[src/rtl/des_pkg.sv]
// Shared types and constants for the deserializer link controller.
// The comma check lives here so the controller and any future aligner logic agree on it.
package des_pkg;

  typedef enum logic [1:0] {RST, HUNT, CHECK, LOCKED} des_link_state_e;

  localparam logic [9:0] K28_5_RDN = 10'b0011111010;
  localparam logic [9:0] K28_5_RDP = 10'b1100000101;

  function automatic logic is_comma(input logic [9:0] word);
    return (word == K28_5_RDN) || (word == K28_5_RDP);
  endfunction

endpackage

[src/rtl/des_err_window.sv]
// Code-error monitor for the locked link: per-window error count with threshold pulse,
// plus a saturating total error count since the last clear.
module des_err_window #(
  parameter int ERR_THRESH = 3,
  parameter int ERR_WINDOW = 64
) (
  input  logic       clk,
  input  logic       rst_n,
  input  logic       clear_i,
  input  logic       word_valid_i,
  input  logic       code_err_i,
  output logic       thresh_hit_o,
  output logic [7:0] err_cnt_o
);

  localparam int WCW = (ERR_WINDOW > 1) ? $clog2(ERR_WINDOW) : 1;
  localparam int ECW = $clog2(ERR_THRESH + 1);

  logic [WCW-1:0] win_cnt_q;
  logic [ECW-1:0] win_err_q;
  logic [ECW-1:0] win_base;
  logic [7:0]     err_cnt_q;
  logic           wrap;

  // On the wrapping word the old window is already gone, so its error starts the new one.
  assign wrap         = word_valid_i && (win_cnt_q == WCW'(ERR_WINDOW - 1));
  assign win_base     = wrap ? '0 : win_err_q;
  assign thresh_hit_o = word_valid_i && code_err_i && ((int'(win_base) + 1) >= ERR_THRESH);
  assign err_cnt_o    = err_cnt_q;

  always_ff @(posedge clk or negedge rst_n) begin
    if (!rst_n) begin
      win_cnt_q <= '0;
      win_err_q <= '0;
      err_cnt_q <= '0;
    end else if (clear_i) begin
      win_cnt_q <= '0;
      win_err_q <= '0;
      err_cnt_q <= '0;
    end else if (word_valid_i) begin
      win_cnt_q <= wrap ? '0 : win_cnt_q + 1'b1;
      if (code_err_i) begin
        win_err_q <= (int'(win_base) < ERR_THRESH) ? win_base + 1'b1 : win_base;
        if (err_cnt_q != 8'hFF) err_cnt_q <= err_cnt_q + 1'b1;
      end else begin
        win_err_q <= win_base;
      end
    end
  end

endmodule

[src/rtl/des_link_ctrl.sv]
// Receive link controller: FIFO reset sequencing, K28.5 comma lock acquisition,
// gated FIFO writes with error-driven loss of lock, and ready/valid FIFO draining.
module des_link_ctrl
  import des_pkg::*;
#(
  parameter int RST_CYCLES = 8,
  parameter int LOCK_COUNT = 4,
  parameter int ERR_THRESH = 3,
  parameter int ERR_WINDOW = 64
) (
  input  logic       clk,
  input  logic       rst_n,
  input  logic       resync,
  input  logic       word_valid,
  input  logic [9:0] in_10b,
  input  logic       code_err,
  input  logic       full,
  input  logic       empty,
  input  logic       out_ready,
  output logic       wrst_n,
  output logic       rrst_n,
  output logic       w_en,
  output logic       r_en,
  output logic       out_valid,
  output logic       locked,
  output logic       overflow,
  output logic [7:0] err_cnt
);

  localparam int RCW = $clog2(RST_CYCLES);
  localparam int LCW = $clog2(LOCK_COUNT + 1);

  des_link_state_e state_q;
  logic [RCW-1:0]  rst_cnt_q;
  logic [LCW-1:0]  lock_cnt_q;
  logic            rst_rel_q;
  logic            locked_q;
  logic            overflow_q;
  logic            out_valid_q;

  logic comma, clean_comma, data_ok, in_locked, lock_last, lock_entry, thresh_hit;

  assign comma       = is_comma(in_10b);
  assign clean_comma = word_valid && comma && !code_err;
  assign data_ok     = word_valid && !comma && !code_err;
  assign in_locked   = (state_q == LOCKED);
  // HUNT always holds lock_cnt_q at zero, so LOCK_COUNT == 1 locks straight from HUNT.
  assign lock_last   = (lock_cnt_q == LCW'(LOCK_COUNT - 1));
  assign lock_entry  = ((state_q == HUNT) || (state_q == CHECK)) && clean_comma && lock_last;

  assign w_en      = in_locked && data_ok && !full;
  assign r_en      = (state_q != RST) && !empty && out_ready;
  assign wrst_n    = rst_rel_q;
  assign rrst_n    = rst_rel_q;
  assign locked    = locked_q;
  assign overflow  = overflow_q;
  assign out_valid = out_valid_q;

  des_err_window #(
    .ERR_THRESH(ERR_THRESH),
    .ERR_WINDOW(ERR_WINDOW)
  ) u_err_window (
    .clk         (clk),
    .rst_n       (rst_n),
    .clear_i     (lock_entry),
    .word_valid_i(word_valid && in_locked),
    .code_err_i  (code_err),
    .thresh_hit_o(thresh_hit),
    .err_cnt_o   (err_cnt)
  );

  // NOTE: all state here uses non-blocking assignments so every branch sees the
  // pre-edge values; blocking assignments would make results depend on statement order.
  always_ff @(posedge clk or negedge rst_n) begin
    if (!rst_n) begin
      state_q     <= RST;
      rst_cnt_q   <= '0;
      lock_cnt_q  <= '0;
      rst_rel_q   <= 1'b0;
      locked_q    <= 1'b0;
      overflow_q  <= 1'b0;
      out_valid_q <= 1'b0;
    end else begin
      overflow_q  <= in_locked && data_ok && full;
      out_valid_q <= r_en && !resync;
      if (resync) begin
        state_q    <= RST;
        rst_cnt_q  <= '0;
        lock_cnt_q <= '0;
        rst_rel_q  <= 1'b0;
        locked_q   <= 1'b0;
      end else begin
        case (state_q)
          RST: begin
            if (rst_cnt_q == RCW'(RST_CYCLES - 1)) begin
              state_q   <= HUNT;
              rst_rel_q <= 1'b1;
            end else begin
              rst_cnt_q <= rst_cnt_q + 1'b1;
            end
          end
          HUNT, CHECK: begin
            if (clean_comma) begin
              if (lock_last) begin
                state_q    <= LOCKED;
                locked_q   <= 1'b1;
                lock_cnt_q <= '0;
              end else begin
                state_q    <= CHECK;
                lock_cnt_q <= lock_cnt_q + 1'b1;
              end
            end else if (word_valid && (state_q == CHECK)) begin
              state_q    <= HUNT;
              lock_cnt_q <= '0;
            end
          end
          LOCKED: begin
            if (thresh_hit) begin
              state_q  <= HUNT;
              locked_q <= 1'b0;
            end
          end
          default: state_q <= RST;
        endcase
      end
    end
  end

endmodule

[config.mk]
export PLATFORM = sky130hd
export DESIGN_NAME = des_link_ctrl
export DESIGN_NICKNAME = d
export VERILOG_FILES = /design/src/rtl/des_pkg.sv /design/src/rtl/des_err_window.sv /design/src/rtl/des_link_ctrl.sv
export SDC_FILE = /design/constraint.sdc
export NUM_CORES = 1
export LEC_CHECK = 0
export BUFFER_PORTS_ARGS = -buffer_cell sky130_fd_sc_hd__clkbuf_2
export CAP_MARGIN = 20
export CORE_UTILIZATION = 40
export DETAILED_ROUTE_END_ITERATION = 10
export GPL_ROUTABILITY_DRIVEN = 0
export PLACE_DENSITY = 0.69
export SYNTH_ARGS = -nofsm -noshare
export SYNTH_HDL_FRONTEND = slang
export SYNTH_SLANG_ARGS = --single-unit
[constraint.sdc]
create_clock -name clk -period 3.91 [get_ports clk]
set_clock_uncertainty 0.2 [all_clocks]
set_input_delay 0.391 -clock clk [delete_from_list [all_inputs] [get_ports clk]]
set_output_delay 0.391 -clock clk [all_outputs]
set_load 0.03 [all_outputs]
### Yosys cells after proc, flatten, opt, wreduce, memory -nomap -nowiden

Cells that the tools add are included.

| storage, ports and cells | value |
|---|---|
| register bits after elaboration | 28 |
| word-level logic and storage cells | 109 |
| input port bits | 18 |
| output and inout port bits | 15 |

| operators by class | value |
|---|---|
| equality and inequality tests | 15 |
| muxes and demuxes | 35 |
| magnitude comparators | 2 |
| add/subtract/negate cells | 6 |
| reductions and logical operators | 41 |

Operator list:

| cell | number |
|---|---|
| $ge A32 B3 Y1 const B | 1 |
| $mux W8 | 4 |
| $mux W3 | 8 |
| $mux W2 | 10 |
| $mux W6 | 3 |
| $logic_and A1 B1 Y1 | 17 |
| $reduce_bool A2 Y1 | 7 |
| $eq A10 B10 Y1 const B | 1 |
| $eq A10 B8 Y1 const B | 1 |
| $ne A3 B3 Y1 const B | 3 |
| $add A8 B1 Y8 const B | 1 |
| $mux W1 | 8 |
| $ne A8 B8 Y1 const B | 1 |
| $add A3 B1 Y3 const B | 2 |
| $add A6 B1 Y6 const B | 1 |
| $eq A6 B6 Y1 const B | 1 |
| $pmux W2 S3 | 1 |
| $reduce_and A2 Y1 | 3 |
| $reduce_and A3 Y1 | 2 |
| $reduce_bool A3 Y1 | 2 |
| $logic_not A1 Y1 | 5 |
| $eq A2 B2 Y1 const B | 2 |
| $ne A4 B4 Y1 const B | 1 |
| $reduce_and A4 Y1 | 1 |
| 12 further kinds | 13 |

### Longest topological paths before layout

Gate-level depths: netlist (run 1).

| depth | value |
|---|---|
| depth after elaboration | 10 |
| depth in mapped cells | 7 |
| depth with buffers taken out | 6 |

### Cells and area by module

Synthesis (run 1) repeated with hierarchy kept, for this count alone.

| second synthesis, totals | value |
|---|---|
| cells, all modules | 166 |
| area, all modules | 1,671.6 µm² |

By module, submodules not included:

| module | seq. area each (µm²) | area each (µm²) | cells each | instances |
|---|---|---|---|---|
| des_err_window | 400.4 | 867.1 | 83 | 1 |
| des_link_ctrl | 300.3 | 804.5 | 83 | 1 |

### Worst setup path after synthesis (run 1)

OpenSTA, ideal clock, no wires.

| path | value |
|---|---|
| path kind | input-to-output |
| from | input port in_10b[2] |
| to | output port w_en |
| data arrival time | 2,010 ps |
| cell stages on the path | 4 |
| slack | 1,309 ps |
| data required time | 3,319 ps |
| path buffers | 0 |
| cells stage by stage | nor4bb_1 and4_2 or2_2 nor4_1 |

| on the way | value |
|---|---|
| word-level cells in the longest chain between the ends | 7 |
| elaborated cells on any way between the ends | 8 |
| those cells by class | 2 x eq/ne; 6 x reduce/logical |

Ends and longest elaborated chain:

| item | RTL line | RTL |
|---|---|---|
| start: declaration | des_link_ctrl.sv:15 | `input logic [9:0] in_10b,` |
| $eq A10 B8 Y1 or $eq A10 B10 Y1 (tied branches) | des_pkg.sv:11 | `return (word == K28_5_RDN) \|\| (word == K28_5_RDP);` |
| $logic_or A1 B1 Y1 * | des_pkg.sv:11 |  |
| $logic_not A1 Y1 * | des_link_ctrl.sv:45 | `assign data_ok = word_valid && !comma && !code_err;` |
| $logic_and A1 B1 Y1 * (2 in a row) | des_link_ctrl.sv:45 |  |
| $logic_and A1 B1 Y1 * (2 in a row) | des_link_ctrl.sv:51 | `assign w_en = in_locked && data_ok && !full;` |
| end: declaration | des_link_ctrl.sv:22 | `output logic w_en,` |

Mark *: on every way between the ends. The rest lies on a longest branch, timed or not.

### Worst setup path in the final report (run 1)

Ends and elaborated chain as after synthesis.

==> impl_metrics.env, run 1 <==
export IMPL_synthFlopType="dfrtp_1"
export IMPL_slew_violations=0
export IMPL_final_setup_viol_count=0
export IMPL_synth_warnings=0
export IMPL_clk_latency_ps=280
export IMPL_drive_gt1_frac=0.238
export IMPL_synth_area_sq_um=1590
export IMPL_syn_inst=161
export IMPL_final_cells=241
export IMPL_leakagePower_nw=0.889
export IMPL_worst_setup_path_type="input pin to primary output"
export IMPL_dieArea_sq_um=4230
export IMPL_placed_cells=236
export IMPL_grt_pass1_wl_mm=5.17
export IMPL_tritoncts="built"
export IMPL_p_per_area_nw_per_um2=325
export IMPL_cts_setup_buffers=0
export IMPL_fmax_mhz=453
export IMPL_layout_common_cells="clkbuf_2, dfrtp_1, nor2_1"
export IMPL_synth_avg_cell_area_sq_um=9.86
export IMPL_initial_core_util=0.424
export IMPL_layout_cells_most_common="clkbuf_2"
export IMPL_rows=22
export IMPL_cts_root_buffer="clkbuf_8"
export IMPL_crit_fanout=4
export IMPL_overflow=0
export IMPL_first_pass_iters=4
export IMPL_synthTopCellsByArea="dfrtp_1, ha_1, nor2_1"
export IMPL_grt_max_degree=29
export IMPL_drtIter0Drc=52
export IMPL_r2r_worst_path_cells=6
export IMPL_core_area_sq_um=3740
export IMPL_finalCritPeriodShare=0.565
export IMPL_maxCapViolCount=0
export IMPL_drt_vias_per_instance=5.16
export IMPL_drtAntennaViolNets=0
export IMPL_grt_antenna_before_repair=0
export IMPL_rsz0062_at_grt="false"
export IMPL_clk_pin_slew_ps=90
export IMPL_ys_async_sr_fraction=1.00
export IMPL_synth_edff_count=0
export IMPL_wl_mm=2.88
export IMPL_finalNetCount=220
export IMPL_worstPathArrival_ps=1620
export IMPL_grt_pass1_vias=1196
export IMPL_max_slew_margin=0.538
export IMPL_yosysUniqueCellTypes=45
export IMPL_yosys_area_top_type_share=0.441
export IMPL_gr_usage_all_layers=0.153
export IMPL_irDropWorstVdd_v=0.000183
export IMPL_cts_sinks=28
export IMPL_ys_ff_latch=28
export IMPL_final_setup_tns_ps=0
export IMPL_synth_top_cell_by_area="dfrtp_1"
export IMPL_die_h_um=65.0
export IMPL_htree_levels=1
export IMPL_worst_pin_slew_ps=693
export IMPL_io_buffers=32
export IMPL_worst_hold_path_type="input pin to register"
export IMPL_cp_end_kind="primary output"
export IMPL_via_count=1243
export IMPL_wl_per_cell_um=12.0
export IMPL_pin_count=33
export IMPL_dp_hpwl_mm=2.15
export IMPL_hold_violations=0
export IMPL_required_ps=3320
export IMPL_critPathLaunchType="input pin"
export IMPL_chipWidth_um=65.0
export IMPL_hold_depth=3
export IMPL_drc=0
export IMPL_synth_nets=187
export IMPL_area_growth_pct=15.8
export IMPL_finalCriticalPeriod_ps=2210
export IMPL_clk_path_buf_depth=2
export IMPL_outcome="complete, no violations"
export IMPL_n_antenna_cell=0
export IMPL_yosysSeqAreaShare=0.441
export IMPL_numCtsBuffers=3
## worst max-delay path: stages
cell,delay (ps)
clkbuf_2,80
nor4bb_1,130
and4_2,260
or2_2,290
nor4_1,220
clkbuf_2,250
## cell type report
class	count	area, sq um
well taps	48	60.1
clock buffers	4	55.1
multi-input cells	123	835
fillers	392	1900
repair buffers	33	170
inverters	5	18.8
flip-flops and latches	28	701
## power by group
group | switching, mW | total, mW | internal, mW
Sequential | 0.00949 | 0.315 | 0.305
Combinational | 0.0610 | 0.102 | 0.0408
Clock | 0.0903 | 0.181 | 0.0902
Total | 0.161 | 0.597 | 0.436
## final timing paths
check	slack, ps	startpoint	to
min reg2reg	310	lock_cnt_q[0]	lock_cnt_q[0]
max	1700	in_10b[2]	w_en
min	110	full	overflow
min in group asynchronous	480	rst_n	u_err_window.win_cnt_q[0]
max in group asynchronous	2590	rst_n	state_q[1]
max reg2reg	1870	rst_cnt_q[0]	state_q[0]
## synth_stat cells, drive strengths merged, types with 2 or more instances
| cell type | n |
|---|---|
| ha | 8 |
| xnor2 | 3 |
| nand2 | 10 |
| or2 | 2 |
| a21oi | 10 |
| nand2b | 5 |
| and3 | 4 |
| mux2i | 4 |
| nor3b | 2 |
| nor2 | 20 |
| nor4 | 4 |
| nand3 | 10 |
| o21ai | 5 |
| a211oi | 2 |
| nor2b | 2 |
| and4 | 2 |
| xor2 | 7 |
| nor3 | 3 |
| inv | 5 |
| buf | 2 |
| dfrtp | 28 |
| clkbuf | 3 |
| a221oi | 2 |
| nand4 | 3 |
## what timing repair did
item | 4_1_cts | 5_1_grt
hold buffers | 1 | 0
endpoints found under the hold margin | 28 | 0
gates resized for setup | 0 | 0
## per-layer routing
| layer | part of all wire | vias to the layer above | track usage |
|---|---|---|---|
| met2 | 0.50 | 17 | 0.279 |
| met4 | 0.0035 | 0 | 0.0167 |
| met3 | 0.032 | 2 | 0.0387 |
| met1 | 0.46 | 583 | 0.185 |
| met5 | 0 | - | 0 |
| li1 | - | 641 | - |
## cell families after synthesis
kind of cell	share of synthesized area
AO/OA/AOI/OAI	0.121
buffers and inverters	0.0331
multiplexers	0.0252
adder cells (fa/ha/maj)	0.0630
XOR/XNOR	0.0552
AND/OR/NAND/NOR	0.261
flip-flops	0.441
## stage by stage
| stage | setup slack [ps] | total power [mW] | hold WS, ps | area [sq um] | util |
|---|---|---|---|---|---|
| 2_1_floorplan | 1310 | 0.393 | -105 | 1590 | - |
| 3_3_place_gp | 1700 | 0.420 | 275 | 1770 | 0.474 |
| 3_5_place_dp | 1690 | 0.424 | 276 | 1770 | 0.474 |
| 4_1_cts | 1680 | 0.608 | 106 | 1840 | 0.491 |
| 5_1_grt | 1610 | 0.636 | 112 | 1840 | 0.491 |
| 6_report | 1700 | 0.597 | 114 | 1840 | 0.491 |
## flip-flops by register name, summed over array words and instances (netlist names)
signal                  cells
u_err_window.win_err_q      2
out_valid                   1
state_q                     2
rst_cnt_q                   3
lock_cnt_q                  3
overflow                    1
u_err_window.win_cnt_q      6
rrst_n                      1
locked                      1
u_err_window.err_cnt_o      8
Note: power is estimated with default switching activity, not from simulation.
==> run 2, diff against run 1 <==
- clock period: 3.91 -> 2.15 ns (I/O delays scaled with it)
==> run 2 against run 1 <==
  * Total power up 75%
  * Global-route usage up 0.33 points
  * Sequential share of layout area down 0.36 points
==> impl_metrics.env, run 2 (synthesis results as in run 1) <==
export IMPL_outcome="complete, no violations"
export IMPL_cts_root_buffer="clkbuf_8"
export IMPL_drtAntennaViolNets=0
export IMPL_cp_end_kind="primary output"
export IMPL_via_count=1262
export IMPL_largest_reg_flops=8
export IMPL_area_growth_pct=16.9
export IMPL_initial_core_util=0.424
export IMPL_critPathLaunchType="register"
export IMPL_grt_pass1_vias=1259
export IMPL_wl_per_cell_um=11.8
export IMPL_pin_count=33
export IMPL_fin_total_pwr_mw=1.04
export IMPL_finalNetCount=223
export IMPL_worst_hold_path_type="input pin to register"
export IMPL_place_ws_ps=98.6
export IMPL_tritoncts="built"
export IMPL_leakagePower_nw=0.898
export IMPL_clk_pin_slew_ps=90
export IMPL_worst_pin_slew_ps=684
export IMPL_drc=0
export IMPL_irDropWorstVdd_v=0.000420
export IMPL_die_h_um=65.0
export IMPL_maxCapViolCount=0
export IMPL_worst_setup_path_type="register to primary output"
export IMPL_fmax_mhz=506
export IMPL_path_cells="ha_1, nand2_1, nor4_2, clkbuf_2"
export IMPL_core_area_sq_um=3740
export IMPL_wl_mm=2.88
export IMPL_required_ps=1740
export IMPL_drt_vias_per_instance=5.19
export IMPL_gr_usage_all_layers=0.156
export IMPL_dp_hpwl_mm=2.20
export IMPL_fin_ws_ps=172
export IMPL_slew_violations=0
export IMPL_drive_gt1_frac=0.246
export IMPL_crit_family="flip-flops"
export IMPL_slowest_stage="dfrtp_1"
export IMPL_p_per_area_nw_per_um2=561
export IMPL_drtIter0Drc=64
export IMPL_n_antenna_cell=0
export IMPL_rows=22
export IMPL_dieArea_sq_um=4230
export IMPL_grt_pass1_wl_mm=5.24
export IMPL_rsz0062_at_grt="true"
export IMPL_cpPeakStageDelay_ps=380
export IMPL_clk_latency_ps=270
export IMPL_clk_path_buf_depth=2
export IMPL_numCtsBuffers=3
export IMPL_htree_levels=1
export IMPL_finalCritPeriodShare=0.920
export IMPL_crit_fanout=8
export IMPL_finalCriticalPeriod_ps=1980
export IMPL_overflow=0
export IMPL_first_pass_iters=4
export IMPL_grt_max_degree=29
export IMPL_chipWidth_um=65.0
export IMPL_layout_common_cells="clkbuf_2, dfrtp_1, nor2_1"
export IMPL_worstPathArrival_ps=1560
export IMPL_cts_setup_buffers=0
export IMPL_hold_violations=0
export IMPL_crit_buf_inv=1
export IMPL_grt_antenna_before_repair=0
export IMPL_cts_sinks=28
export IMPL_max_slew_margin=0.544
export IMPL_io_buffers=32
export IMPL_layout_cells_most_common="clkbuf_2"
export IMPL_final_setup_viol_count=0
==> run 2: changes by cell type in the layout (fill, tap and decap cells not counted), sizes merged <==
cell and delta:
clkbuf -1, dlygate4sd3 +1, buf +2
==> run 2: area by class of cell <==
cell class,instances,area [sq um]
tap,48,60.1
fill,373,1890
sequential,28,701
clock buffer,3,41.3
multi-input combinational,123,841
inverter,5,18.8
timing repair buffer,36,195
==> run 2: metrics by stage <==
step / hold WS [ps] / TNS [ps] / instances / utilization / area (sq um)
after floorplan: -281 / 0 / 161 / - / 1590
after global placement: 95.7 / 0 / 238 / 0.480 / 1800
after detailed placement: 93.7 / 0 / 238 / 0.480 / 1800
after CTS: 5.41 / 0 / 243 / 0.496 / 1860
after global routing: 7.04 / -5.18 / 243 / 0.496 / 1860
final: 8.16 / 0 / 243 / 0.496 / 1860
==> run 2: layer usage <==
layer	track usage	up-vias	routed length [um]
met5	0	-	0
met4	0.0139	0	6
met3	0.0423	2	82
met2	0.281	18	1450
met1	0.191	601	1330
li1	-	641	-
==> run 2: worst register-to-register path, cell delays in order, from the launching register on <==
cell and delay (ps):
dfrtp_1 370, ha_1 160, ha_1 150, nand2b_1 210, a21boi_1 350, o21ai_2 90, a221oi_1 310
==> run 2: repair_timing <==
item                       in CTS  in global routing
hold endpoints to repair       29                  0
hold buffers                    2                  0
gates resized for setup         0                  1
setup endpoints to repair       0                  1
==> run 2: report_power, final <==
group | total [mW] | leakage [nW] | internal [mW] | switching, mW
sequential | 0.573 | 0.382 | 0.555 | 0.0179
combinational | 0.194 | 0.494 | 0.0814 | 0.113
clock | 0.275 | 0.0216 | 0.126 | 0.150
total | 1.04 | 0.898 | 0.762 | 0.280
==> run 2: worst paths after layout <==
check | to | depth (start not counted) | slack, ps | from
max | w_en | 4 | 170 | state_q[1]
min | overflow | 2 | 8 | code_err
max reg2reg | state_q[0] | 6 | 200 | rst_cnt_q[0]
min reg2reg | lock_cnt_q[0] | 1 | 300 | lock_cnt_q[0]
max in group asynchronous | u_err_window.err_cnt_o[1] | 2 | 1000 | rst_n
min in group asynchronous | u_err_window.win_cnt_q[5] | 2 | 310 | rst_n
==> run 3, diff against run 2 <==
- clock period: 2.15 -> 2.1 ns (I/O delays scaled with it)
==> run 3 against run 2 <==
  * Global-route usage increased by 0.25 points
  * Critical path depth unchanged
  * Cell area increased by 3.2%
  * Sequential share of layout area decreased by 1.2 points
  * Combinational power increased by 9%
  * First-iteration DRC count decreased by 28%
  * Worst hold slack improved by 48 ps
  * Worst setup slack improved by 18 ps
  * Core utilization increased by 1.6 points
  * Register-to-register slack about the same
  * Clock power increased by 58%
  * Critical path type unchanged
  * Largest power group unchanged
==> impl_metrics.env, run 3 (synthesis results as in run 1) <==
export IMPL_outcome="complete, no violations"
export IMPL_cpPeakStageDelay_ps=390
export IMPL_fmax_mhz=524
export IMPL_finalCritPeriodShare=0.909
export IMPL_irDropWorstVdd_v=0.000300
export IMPL_slew_violations=0
export IMPL_clk_path_buf_depth=2
export IMPL_path_depth=4
export IMPL_first_pass_iters=4
export IMPL_wl_per_cell_um=12.2
export IMPL_tritoncts="built"
export IMPL_drt_vias_per_instance=5.18
export IMPL_htree_levels=1
export IMPL_clk_latency_ps=280
export IMPL_swShare=0.257
export IMPL_via_count=1279
export IMPL_required_ps=1690
export IMPL_n_antenna_cell=0
export IMPL_chipWidth_um=65.0
export IMPL_core_area_sq_um=3740
export IMPL_combPwrFrac=0.171
export IMPL_layout_cells_most_common="clkbuf_2"
export IMPL_final_setup_tns_ps=0
export IMPL_pin_count=33
export IMPL_cts_root_buffer="clkbuf_8"
export IMPL_p_sw_uw=316
export IMPL_slowest_stage="dfrtp_1"
export IMPL_hold_depth=2
export IMPL_maxCapViolCount=0
export IMPL_multi_input_area_sq_um=843
export IMPL_drtIter0Drc=46
export IMPL_worst_pin_slew_ps=708
export IMPL_rsz0062_at_grt="false"
export IMPL_finalCriticalPeriod_ps=1910
export IMPL_grt_pass1_wl_mm=5.26
export IMPL_r2r_worst_path_cells=6
export IMPL_dieArea_sq_um=4230
export IMPL_final_setup_viol_count=0
export IMPL_wl_mm=3.00
export IMPL_layout_common_cells="clkbuf_2, dfrtp_1, nor2_1"
export IMPL_crit_family="flip-flops"
export IMPL_worst_hold_path_type="input pin to register"
export IMPL_initial_core_util=0.424
export IMPL_die_h_um=65.0
export IMPL_critPathLaunchType="register"
export IMPL_dp_hpwl_mm=2.23
export IMPL_crit_buf_inv=1
export IMPL_seqPwrFrac=0.476
export IMPL_path_cells="ha_1, nand2_2, nor4_2, clkbuf_2"
export IMPL_grt_pass1_vias=1250
export IMPL_finalNetCount=226
export IMPL_rows=22
export IMPL_max_slew_margin=0.528
export IMPL_worst_setup_path_type="register to primary output"
export IMPL_drtAntennaViolNets=0
export IMPL_area_growth_pct=20.7
export IMPL_hold_violations=0
export IMPL_overflow=0
export IMPL_largest_reg_flops=8
export IMPL_drive_gt1_frac=0.256
export IMPL_whs_ps=56.5
export IMPL_grt_max_degree=29
export IMPL_grt_antenna_before_repair=0
export IMPL_cts_sinks=28
export IMPL_register_area_sq_um=701
export IMPL_io_buffers=32
export IMPL_p_per_area_nw_per_um2=643
export IMPL_clockPowerShare=0.353
export IMPL_gr_usage_all_layers=0.159
export IMPL_clk_pin_slew_ps=100
export IMPL_fillCellCount=367
export IMPL_leakagePower_nw=0.928
export IMPL_numCtsBuffers=3
export IMPL_crit_fanout=8
export IMPL_internal_power_uw=916
export IMPL_cp_end_kind="primary output"
export IMPL_drc=0
export IMPL_worstPathArrival_ps=1500
## run 3: changes by cell type in the layout (fill, tap and decap cells not counted)
cell	delta
a21boi_1	-1
nand2_2	+1
bufinv_16	+1
a21boi_0	+1
dlygate4sd3_1	+2
nand2_1	-1
buf_4	+1
## run 3: final cells by class
class,count,share of cell area
clock buffer,3,0.0215
clock inverter,1,0.0157
inverter,5,0.00979
multi-input combinational,123,0.440
sequential,28,0.366
tap,48,0.0313
timing repair buffer,39,0.116
## run 3: worst reg2reg max path, stage by stage, from the launching register on
cell      delay (ps)
dfrtp_1          390
ha_1             270
nand3_1          160
a211oi_1         420
nand3_1          150
xor2_1           150
nor2_1            50
## run 3: timing repair
action / in CTS / in global routing
gates resized for setup: 0 / 1
setup buffers: 0 / 0
hold buffers: 4 / 0
setup endpoints to repair: 0 / 1
hold endpoints to repair: 30 / 0
## run 3: worst paths after layout
path | from | slack (ps) | endpoint
setup / recovery | state_q[1] | 190 | w_en
hold / removal | resync | 60 | state_q[1]
setup reg to reg | state_q[1] | 210 | u_err_window.err_cnt_o[5]
hold reg to reg | lock_cnt_q[0] | 290 | lock_cnt_q[0]
max in group asynchronous | rst_n | 950 | locked
min in group asynchronous | rst_n | 300 | overflow
## run 3: power by group through the flow
stage / logic, mW / registers [mW] / clock network (mW)
4_1_cts: 0.212 / 0.587 / 0.447
3_5_place_dp: 0.208 / 0.597 / 0
6_report: 0.211 / 0.586 / 0.435
3_3_place_gp: 0.205 / 0.596 / 0
5_1_grt: 0.241 / 0.592 / 0.466
2_1_floorplan: 0.133 / 0.598 / 0
## run 3: per-stage QoR
step / utilization / setup WS, ps / instances / power, mW / instance area (sq um)
final: 0.512 / 191 / 247 / 1.23 / 1920
after CTS: 0.511 / 64.5 / 247 / 1.25 / 1910
after global routing: 0.512 / 20.3 / 247 / 1.30 / 1920
after floorplan: - / 163 / 161 / 0.731 / 1590
after detailed placement: 0.482 / 192 / 239 / 0.805 / 1800
after global placement: 0.482 / 250 / 239 / 0.801 / 1800
## run 3: metal layers
metal / vias up / global-route usage / wire length [um]
met5: - / 0 / 0
met4: 0 / 0.0500 / 32
met3: 4 / 0.0158 / 50
met2: 12 / 0.292 / 1500
met1: 614 / 0.192 / 1420
li1: 649 / - / -
